==> config.mk <==
export PLATFORM = sky130hd
export DESIGN_NAME = order_issue_queue
export DESIGN_NICKNAME = d
export VERILOG_FILES = /design/src/rtl/order_issue_queue.sv
export SDC_FILE = /design/constraint.sdc
export NUM_CORES = 2
export LEC_CHECK = 0
export CORE_MARGIN = 2
export CORE_UTILIZATION = 45
export CTS_CLUSTER_DIAMETER = 80
export DETAILED_ROUTE_END_ITERATION = 8
export PLACE_DENSITY = 0.76
export SETUP_SLACK_MARGIN = 0.2
export SLEW_MARGIN = 30
export SYNTH_ARGS = -nofsm -noshare
export SYNTH_HDL_FRONTEND = slang
export SYNTH_SLANG_ARGS = --single-unit
==> constraint.sdc <==
create_clock -name clk -period 18.72 [get_ports clk]
set_input_delay 3.744 -clock clk [delete_from_list [all_inputs] [get_ports clk]]
set_output_delay 3.744 -clock clk [all_outputs]
set_load 0.05 [all_outputs]
==> src/rtl/order_issue_queue.sv <==
// In-order issue queue: circular FIFO reservation station with per-operand tag wakeup.
// Build macro ORDER_IQ_WAKEUP_BYPASS_EN adds same-cycle writeback-to-issue bypass.

`ifndef WB_WIDTH
`define WB_WIDTH 2
`endif
`ifndef PHY_REG_NUM
`define PHY_REG_NUM 64
`endif

package order_iq_pkg;
    localparam int PREG_W = $clog2(`PHY_REG_NUM);
    typedef logic [PREG_W-1:0] PhyRegT;

    typedef struct packed {
        logic [15:0] imm;
        PhyRegT      pdest;
        logic        pdest_valid;
        PhyRegT      psrc0;
        logic        psrc0_valid;
        logic        psrc0_ready;
        PhyRegT      psrc1;
        logic        psrc1_valid;
        logic        psrc1_ready;
    } RsBaseSt;

    typedef struct packed {
        logic [15:0] imm;
        PhyRegT      pdest;
        logic        pdest_valid;
        PhyRegT      psrc0;
        logic        psrc0_valid;
        PhyRegT      psrc1;
        logic        psrc1_valid;
    } IssueBaseSt;

    typedef struct packed {
        logic [3:0] opcode;
        logic [1:0] fu;
    } OptionCodeSt;

    function automatic IssueBaseSt rs2is(input RsBaseSt rs);
        IssueBaseSt is;
        is.imm         = rs.imm;
        is.pdest       = rs.pdest;
        is.pdest_valid = rs.pdest_valid;
        is.psrc0       = rs.psrc0;
        is.psrc0_valid = rs.psrc0_valid;
        is.psrc1       = rs.psrc1;
        is.psrc1_valid = rs.psrc1_valid;
        return is;
    endfunction
endpackage

module order_issue_queue
    import order_iq_pkg::*;
#(
    parameter int  RS_SIZE        = 8,
    parameter int  DISPATCH_WIDTH = 2,
    parameter int  ISSUE_WIDTH    = 2,
    parameter type OPTION_CODE    = OptionCodeSt
) (
    input  logic                      clk,
    input  logic                      rst_n,
    input  logic                      flush_i,
    input  RsBaseSt                   rs_base_i     [DISPATCH_WIDTH],
    input  OPTION_CODE                option_code_i [DISPATCH_WIDTH],
    input  logic [DISPATCH_WIDTH-1:0] wr_valid_i,
    output logic                      wr_ready_o,
    input  logic [`WB_WIDTH-1:0]      wb_pdest_valid_i,
    input  PhyRegT                    wb_pdest_i    [`WB_WIDTH],
    output logic [ISSUE_WIDTH-1:0]    issue_valid_o,
    input  logic [ISSUE_WIDTH-1:0]    issue_ready_i,
    output IssueBaseSt                issue_base_o  [ISSUE_WIDTH],
    output OPTION_CODE                issue_oc_o    [ISSUE_WIDTH],
    output logic [$clog2(RS_SIZE):0]  count_o
);
    localparam int PTR_W = (RS_SIZE > 1) ? $clog2(RS_SIZE) : 1;
    localparam int CNT_W = $clog2(RS_SIZE) + 1;

    typedef logic [PTR_W-1:0] PtrT;
    typedef logic [CNT_W-1:0] CntT;

    // Pointer increment with explicit wrap so non-power-of-two sizes work.
    function automatic PtrT wrapAdd(input PtrT ptr, input int inc);
        int sum;
        sum = int'(ptr) + inc;
        if (sum >= RS_SIZE) sum = sum - RS_SIZE;
        return PtrT'(sum);
    endfunction

    function automatic logic wbHit(input PhyRegT tag);
        logic hit;
        hit = 1'b0;
        for (int p = 0; p < `WB_WIDTH; p++)
            if (wb_pdest_valid_i[p] && (wb_pdest_i[p] == tag)) hit = 1'b1;
        return hit;
    endfunction

    IssueBaseSt         entry_q [RS_SIZE];
    IssueBaseSt         entry_d [RS_SIZE];
    OPTION_CODE         oc_q    [RS_SIZE];
    OPTION_CODE         oc_d    [RS_SIZE];
    logic [RS_SIZE-1:0] valid_q, valid_d, rdy0_q, rdy0_d, rdy1_q, rdy1_d;
    PtrT                rdPtr_q, rdPtr_d, wrPtr_q, wrPtr_d;
    CntT                count_q, count_d;

    PtrT                issueIdx [ISSUE_WIDTH];
    logic               src0Ok, src1Ok, prevValid, popStop;
    int                 popCnt, pushCnt;
    PtrT                slot;

    assign wr_ready_o = (int'(count_q) + DISPATCH_WIDTH) <= RS_SIZE;
    assign count_o    = count_q;

    // Issue ports walk from the head in program order; a stalled entry blocks all younger ones.
    always_comb begin
        popCnt    = 0;
        popStop   = 1'b0;
        prevValid = 1'b1;
        src0Ok    = 1'b0;
        src1Ok    = 1'b0;
        for (int k = 0; k < ISSUE_WIDTH; k++) begin
            issueIdx[k] = wrapAdd(rdPtr_q, k);
            src0Ok = rdy0_q[issueIdx[k]] | ~entry_q[issueIdx[k]].psrc0_valid;
            src1Ok = rdy1_q[issueIdx[k]] | ~entry_q[issueIdx[k]].psrc1_valid;
`ifdef ORDER_IQ_WAKEUP_BYPASS_EN
            src0Ok = src0Ok | wbHit(entry_q[issueIdx[k]].psrc0);
            src1Ok = src1Ok | wbHit(entry_q[issueIdx[k]].psrc1);
`endif
            issue_valid_o[k] = (k < int'(count_q)) && src0Ok && src1Ok && prevValid;
            prevValid        = issue_valid_o[k];
            issue_base_o[k]  = entry_q[issueIdx[k]];
            issue_oc_o[k]    = oc_q[issueIdx[k]];
            if (!popStop && issue_valid_o[k] && issue_ready_i[k]) popCnt = popCnt + 1;
            else popStop = 1'b1;
        end
    end

    // Next state: wakeup, pop, then all-or-nothing dispatch; flush overrides everything.
    always_comb begin
        entry_d = entry_q;
        oc_d    = oc_q;
        valid_d = valid_q;
        rdy0_d  = rdy0_q;
        rdy1_d  = rdy1_q;
        pushCnt = 0;
        slot    = wrPtr_q;
        for (int i = 0; i < RS_SIZE; i++) begin
            if (valid_q[i] && wbHit(entry_q[i].psrc0)) rdy0_d[i] = 1'b1;
            if (valid_q[i] && wbHit(entry_q[i].psrc1)) rdy1_d[i] = 1'b1;
        end
        for (int k = 0; k < ISSUE_WIDTH; k++) begin
            if (k < popCnt) begin
                valid_d[issueIdx[k]] = 1'b0;
                rdy0_d[issueIdx[k]]  = 1'b0;
                rdy1_d[issueIdx[k]]  = 1'b0;
            end
        end
        if (wr_ready_o) begin
            for (int l = 0; l < DISPATCH_WIDTH; l++) begin
                if (wr_valid_i[l]) begin
                    entry_d[slot] = rs2is(rs_base_i[l]);
                    oc_d[slot]    = option_code_i[l];
                    valid_d[slot] = 1'b1;
                    rdy0_d[slot]  = rs_base_i[l].psrc0_ready | wbHit(rs_base_i[l].psrc0);
                    rdy1_d[slot]  = rs_base_i[l].psrc1_ready | wbHit(rs_base_i[l].psrc1);
                    slot          = wrapAdd(slot, 1);
                    pushCnt       = pushCnt + 1;
                end
            end
        end
        rdPtr_d = wrapAdd(rdPtr_q, popCnt);
        wrPtr_d = slot;
        count_d = count_q + CntT'(pushCnt) - CntT'(popCnt);
        if (flush_i) begin
            rdPtr_d = '0;
            wrPtr_d = '0;
            count_d = '0;
            valid_d = '0;
            rdy0_d  = '0;
            rdy1_d  = '0;
        end
    end

    always_ff @(posedge clk or negedge rst_n) begin
        if (!rst_n) begin
            rdPtr_q <= '0;
            wrPtr_q <= '0;
            count_q <= '0;
            valid_q <= '0;
            rdy0_q  <= '0;
            rdy1_q  <= '0;
        end else begin
            rdPtr_q <= rdPtr_d;
            wrPtr_q <= wrPtr_d;
            count_q <= count_d;
            valid_q <= valid_d;
            rdy0_q  <= rdy0_d;
            rdy1_q  <= rdy1_d;
        end
    end

    // Payload is qualified by the valid/ready bits, so it carries no reset.
    always_ff @(posedge clk) begin
        entry_q <= entry_d;
        oc_q    <= oc_d;
    end
endmodule

==> results list <==
- Outcome: finished with violations
* Violations in the final reports: design-rule violations
- Clock-pin slew on the worst setup and hold paths: approximately 60 ps
* Slew Limit Headroom: 21.27%
- Gates resized during post-CTS repair numbered 0.
- Final setup violation count: 0
- After synthesis, flip-flops and latches occupy 41.88% of the total area.
- The first detailed-routing pass ran for 9 iterations.
- The first global-routing pass estimated about 150000 um of wire.
- Global-route met1 utilization: 43.53%
- In this run the clock root is driven by a sky130_fd_sc_hd__clkbuf_16.
- Crit share post-route: roughly 48%
- Post-Syn Area per Cell: 9.464 um2
- In the synthesized netlist the dominant register cell turns out to be sky130_fd_sc_hd__edfxtp_1.
- Vias: roughly 25000
- CTS saw between 300 and 400 sinks.
- The critical path is of the flip-flop to output pin type.
* Max Freq: approximately 110 MHz
* Actual slew at the worst max-slew pin: 1181 ps
- At the worst endpoint, the required time is 14980 ps.
- The region available for standard cell placement spans between 0.05 and 0.06 mm2.
- Overflow after GRT: 0
- Counting cells, the worst reg-to-reg path comes to 17.
* Startpoint of the worst hold path: entry_q[212]
- Final HPWL DP: 61150 um
- The die covers 0.06129 mm2.
* Data arrival, critical path: 5220 ps
- Origin of the critical flop-to-flop path: rdPtr_q[0]
* Pwr/cell area: roughly 210 mW/mm2
- GR Layer Usage met3: about 8.2%
- Final layout net count: roughly 3000
- Clk_lat worst skew: 620 ps
- RSZ-0062 raised after global routing: false
- In this run the register-to-register setup slack is approximately 13000 ps.
- Number of buffers between clock root and the deepest sink: 3
- From bottom edge to top edge, the die measures 247.6 um.
- Number of cells traversed by the worst hold path: 2
- Port bufs: between 200 and 250
* Most common cell after layout, fill and taps aside: sky130_fd_sc_hd__nor2_1
* DRC: 1
* Flop and latch count out of synthesis: between 300 and 400
- Buffers inserted during clock tree synthesis total 45.
- Final hold analysis gives a worst-case slack of 601.5 ps.
- Warnings from Yosys: 0
* Final slew viol count: 0
- Die Width: 247.6 um
- GR Util met2: 50.23%
* Post-synthesis async set-or-reset flop share: 8.995%
- Compared with the post-synthesis result, the final layout area differs by 14.08%.
- The initialized floorplan defines 89 standard-cell rows.
- Setup repair bufs after CTS: 0
* Antenna violations before repair: 8
* Leakage power summed over all cells: a little over 0.01 uW
- Ratio of cells with drive above 1 in the final layout: a little under an eighth
- Wires add up to 104600 um.
* Number of enable-type register cells in the synthesized netlist: 344
- CTS tree: done
- Once detail routing completed, the nets flagged for antenna violations numbered 0.
- Setup crit end kind: output pin
- Maximum fanout count along the critical path: 55
* Endpoint, Worst Hold: entry_q[212]
* H-Tree Depth: 2
- Distinct cell type count of the synthesized netlist: 65
- The worst path needs 8967 ps of the cycle, external delays included.
- Dividing the detail-routed wire length by the instance count gives 28.71 um.
- During I/O placement, the number of pins put on the boundary was between 200 and 250.
- Number of global-route vias before repair: 23820
- Worst ir drop on vdd: 0.2328 mV
* Vias per std cell: 6.911
* Count of mapped cells out of synthesis: 2821
- For the final database, setup skew stands at between 40 and 50 ps.
- STA classifies the critical path startpoint as a flip-flop.
- Global router's overall resource usage: 33.35%
- Layer carrying the most global-route usage: met2
* Aggregate negative setup slack: 0 ps
* Path type of the worst min-delay path: flip-flop to flip-flop
- The first routing iteration left 4036 violations.
- Max-cap violations in this run came to 0.
- Post-Syn Nets: ~2900
- Cell area after synthesis: 0.02670 mm2
- Pin count of the biggest net entering global routing: 169
- Post-cts hold buffer count: 0
* Commonest cells after routing, fill and taps aside: 747 x sky130_fd_sc_hd__nor2_1, 350 x sky130_fd_sc_hd__o22ai_1, 344 x sky130_fd_sc_hd__edfxtp_1, 200 x sky130_fd_sc_hd__clkdlybuf4s50_1, 132 x sky130_fd_sc_hd__xnor2_1
* Initial standard-cell utilization of the core: 45.41%
- Crit Reg-Reg Endpoint: count_o[3]
- The count of final hold-check violations is 0.
- GPL Wtd Cong: 0.9684
## final cells by class
cell class	instances	area, um2
clock buffer	58	1195
fill	5262	28340
timing repair buffer	264	2520
antenna	6	15.01
sequential	378	11190
tap	773	967.2
multi-input combinational	2107	14270
inverter	32	120.1
clock inverter	24	182.7
## where the power goes
part,internal (uW),switching [uW],leakage (uW)
logic,1300,2110,0.00580
clock network,468,384,0.000673
registers,1590,528,0.00390
total,3350,3020,0.0104
## registers in the layout, summed over array words and instances, names as in the netlist
name / count
rdPtr_q: 3
rdy0_q: 8
rdy1_q: 8
valid_q: 8
entry_q: 296
count_o: 4
oc_q: 48
wrPtr_q: 3
## Yosys cell counts, types with 3 or more instances
cell type / n / area, um2
sky130_fd_sc_hd__a22oi_1: 41 / 307.8
sky130_fd_sc_hd__mux2i_1: 53 / 530.5
sky130_fd_sc_hd__inv_2: 3 / 11.26
sky130_fd_sc_hd__o221ai_1: 3 / 26.28
sky130_fd_sc_hd__fa_1: 3 / 60.06
sky130_fd_sc_hd__a31oi_1: 4 / 25.02
sky130_fd_sc_hd__nand2_1: 117 / 439.2
sky130_fd_sc_hd__nand3b_1: 3 / 22.52
sky130_fd_sc_hd__o211ai_1: 3 / 22.52
sky130_fd_sc_hd__ha_1: 14 / 175.2
sky130_fd_sc_hd__xor2_1: 117 / 1025
sky130_fd_sc_hd__buf_2: 88 / 440.4
sky130_fd_sc_hd__nor2b_1: 15 / 93.84
sky130_fd_sc_hd__nand2b_1: 6 / 37.54
sky130_fd_sc_hd__edfxtp_1: 344 / 10330
sky130_fd_sc_hd__a211oi_1: 10 / 75.07
sky130_fd_sc_hd__buf_4: 7 / 52.55
sky130_fd_sc_hd__a21o_1: 6 / 45.04
sky130_fd_sc_hd__nor3_1: 13 / 65.06
sky130_fd_sc_hd__mux4_2: 95 / 2140
sky130_fd_sc_hd__nor4_1: 38 / 237.7
sky130_fd_sc_hd__and2_1: 7 / 43.79
sky130_fd_sc_hd__a222oi_1: 7 / 70.07
sky130_fd_sc_hd__o22a_1: 4 / 35.03
sky130_fd_sc_hd__a221oi_1: 12 / 105.1
sky130_fd_sc_hd__nand3_1: 19 / 95.09
sky130_fd_sc_hd__nor3b_1: 5 / 37.54
sky130_fd_sc_hd__a221o_1: 34 / 340.3
sky130_fd_sc_hd__inv_1: 29 / 108.9
sky130_fd_sc_hd__xnor2_1: 133 / 1165
sky130_fd_sc_hd__dfrtp_1: 34 / 850.8
sky130_fd_sc_hd__a21oi_1: 56 / 280.3
sky130_fd_sc_hd__o21ai_0: 45 / 225.2
sky130_fd_sc_hd__clkbuf_1: 166 / 623.1
sky130_fd_sc_hd__nor2_1: 749 / 2811
sky130_fd_sc_hd__buf_1: 43 / 161.4
sky130_fd_sc_hd__mux2_2: 67 / 754.5
sky130_fd_sc_hd__a22o_1: 6 / 52.55
sky130_fd_sc_hd__nand4_1: 39 / 244.0
sky130_fd_sc_hd__o22ai_1: 350 / 2190
## cells by family after synthesis
kind of cell	count (synthesis)	share of synthesized area (%)
XOR/XNOR	251	8.262
adder cells (fa/ha/maj)	17	0.8811
multiplexers	215	12.83
AO/OA/AOI/OAI	605	15.19
flip-flops	378	41.88
buffers and inverters	336	5.235
AND/OR/NAND/NOR	1019	15.72
## per-layer routing
layer,vias to the layer above,share of wire (%)
li1,10400,-
met1,11900,34
met2,2369,44
met3,501,15
met4,2,6.6
met5,-,0.012
## critical path, stage by stage, from the launching register on
cell,delay [ps]
sky130_fd_sc_hd__dfrtp_4,930
sky130_fd_sc_hd__ha_4,470
sky130_fd_sc_hd__buf_4,540
sky130_fd_sc_hd__buf_12,320
sky130_fd_sc_hd__mux4_2,560
sky130_fd_sc_hd__nor3b_1,160
sky130_fd_sc_hd__a31oi_1,200
sky130_fd_sc_hd__o21ai_0,110
sky130_fd_sc_hd__a21oi_1,200
sky130_fd_sc_hd__and2_1,240
sky130_fd_sc_hd__clkdlybuf4s50_1,830
## per-stage QoR
| step | instance area [um2] | total power, uW | util (%) | std cells | setup slack, ps |
|---|---|---|---|---|---|
| after floorplan | 26700 | 4339 | - | 2821 | 9184 |
| after global placement | 29050 | 5361 | 49.40 | 3553 | 10360 |
| after detailed placement | 29060 | 5435 | 49.43 | 3554 | 10450 |
| after CTS | 30440 | 6289 | 51.77 | 3636 | 9782 |
| after global routing | 30460 | 6630 | 51.80 | 3641 | 9558 |
| final | 30460 | 6375 | 51.80 | 3642 | 9753 |
## worst max-delay path by stage
stage	slack, ps	depth (start not counted)	startpoint	end
finish	9750	10	rdPtr_q[0]	issue_valid_o[1]
global route	9560	10	rdPtr_q[0]	issue_valid_o[1]
CTS	9780	10	rdPtr_q[1]	issue_valid_o[1]
detailed placement	10450	10	rdPtr_q[1]	issue_valid_o[1]
global placement	10360	9	rdPtr_q[1]	issue_valid_o[1]
floorplan	9180	4	count_o[2]	wr_ready_o
Power figures use the tool's default switching activity.
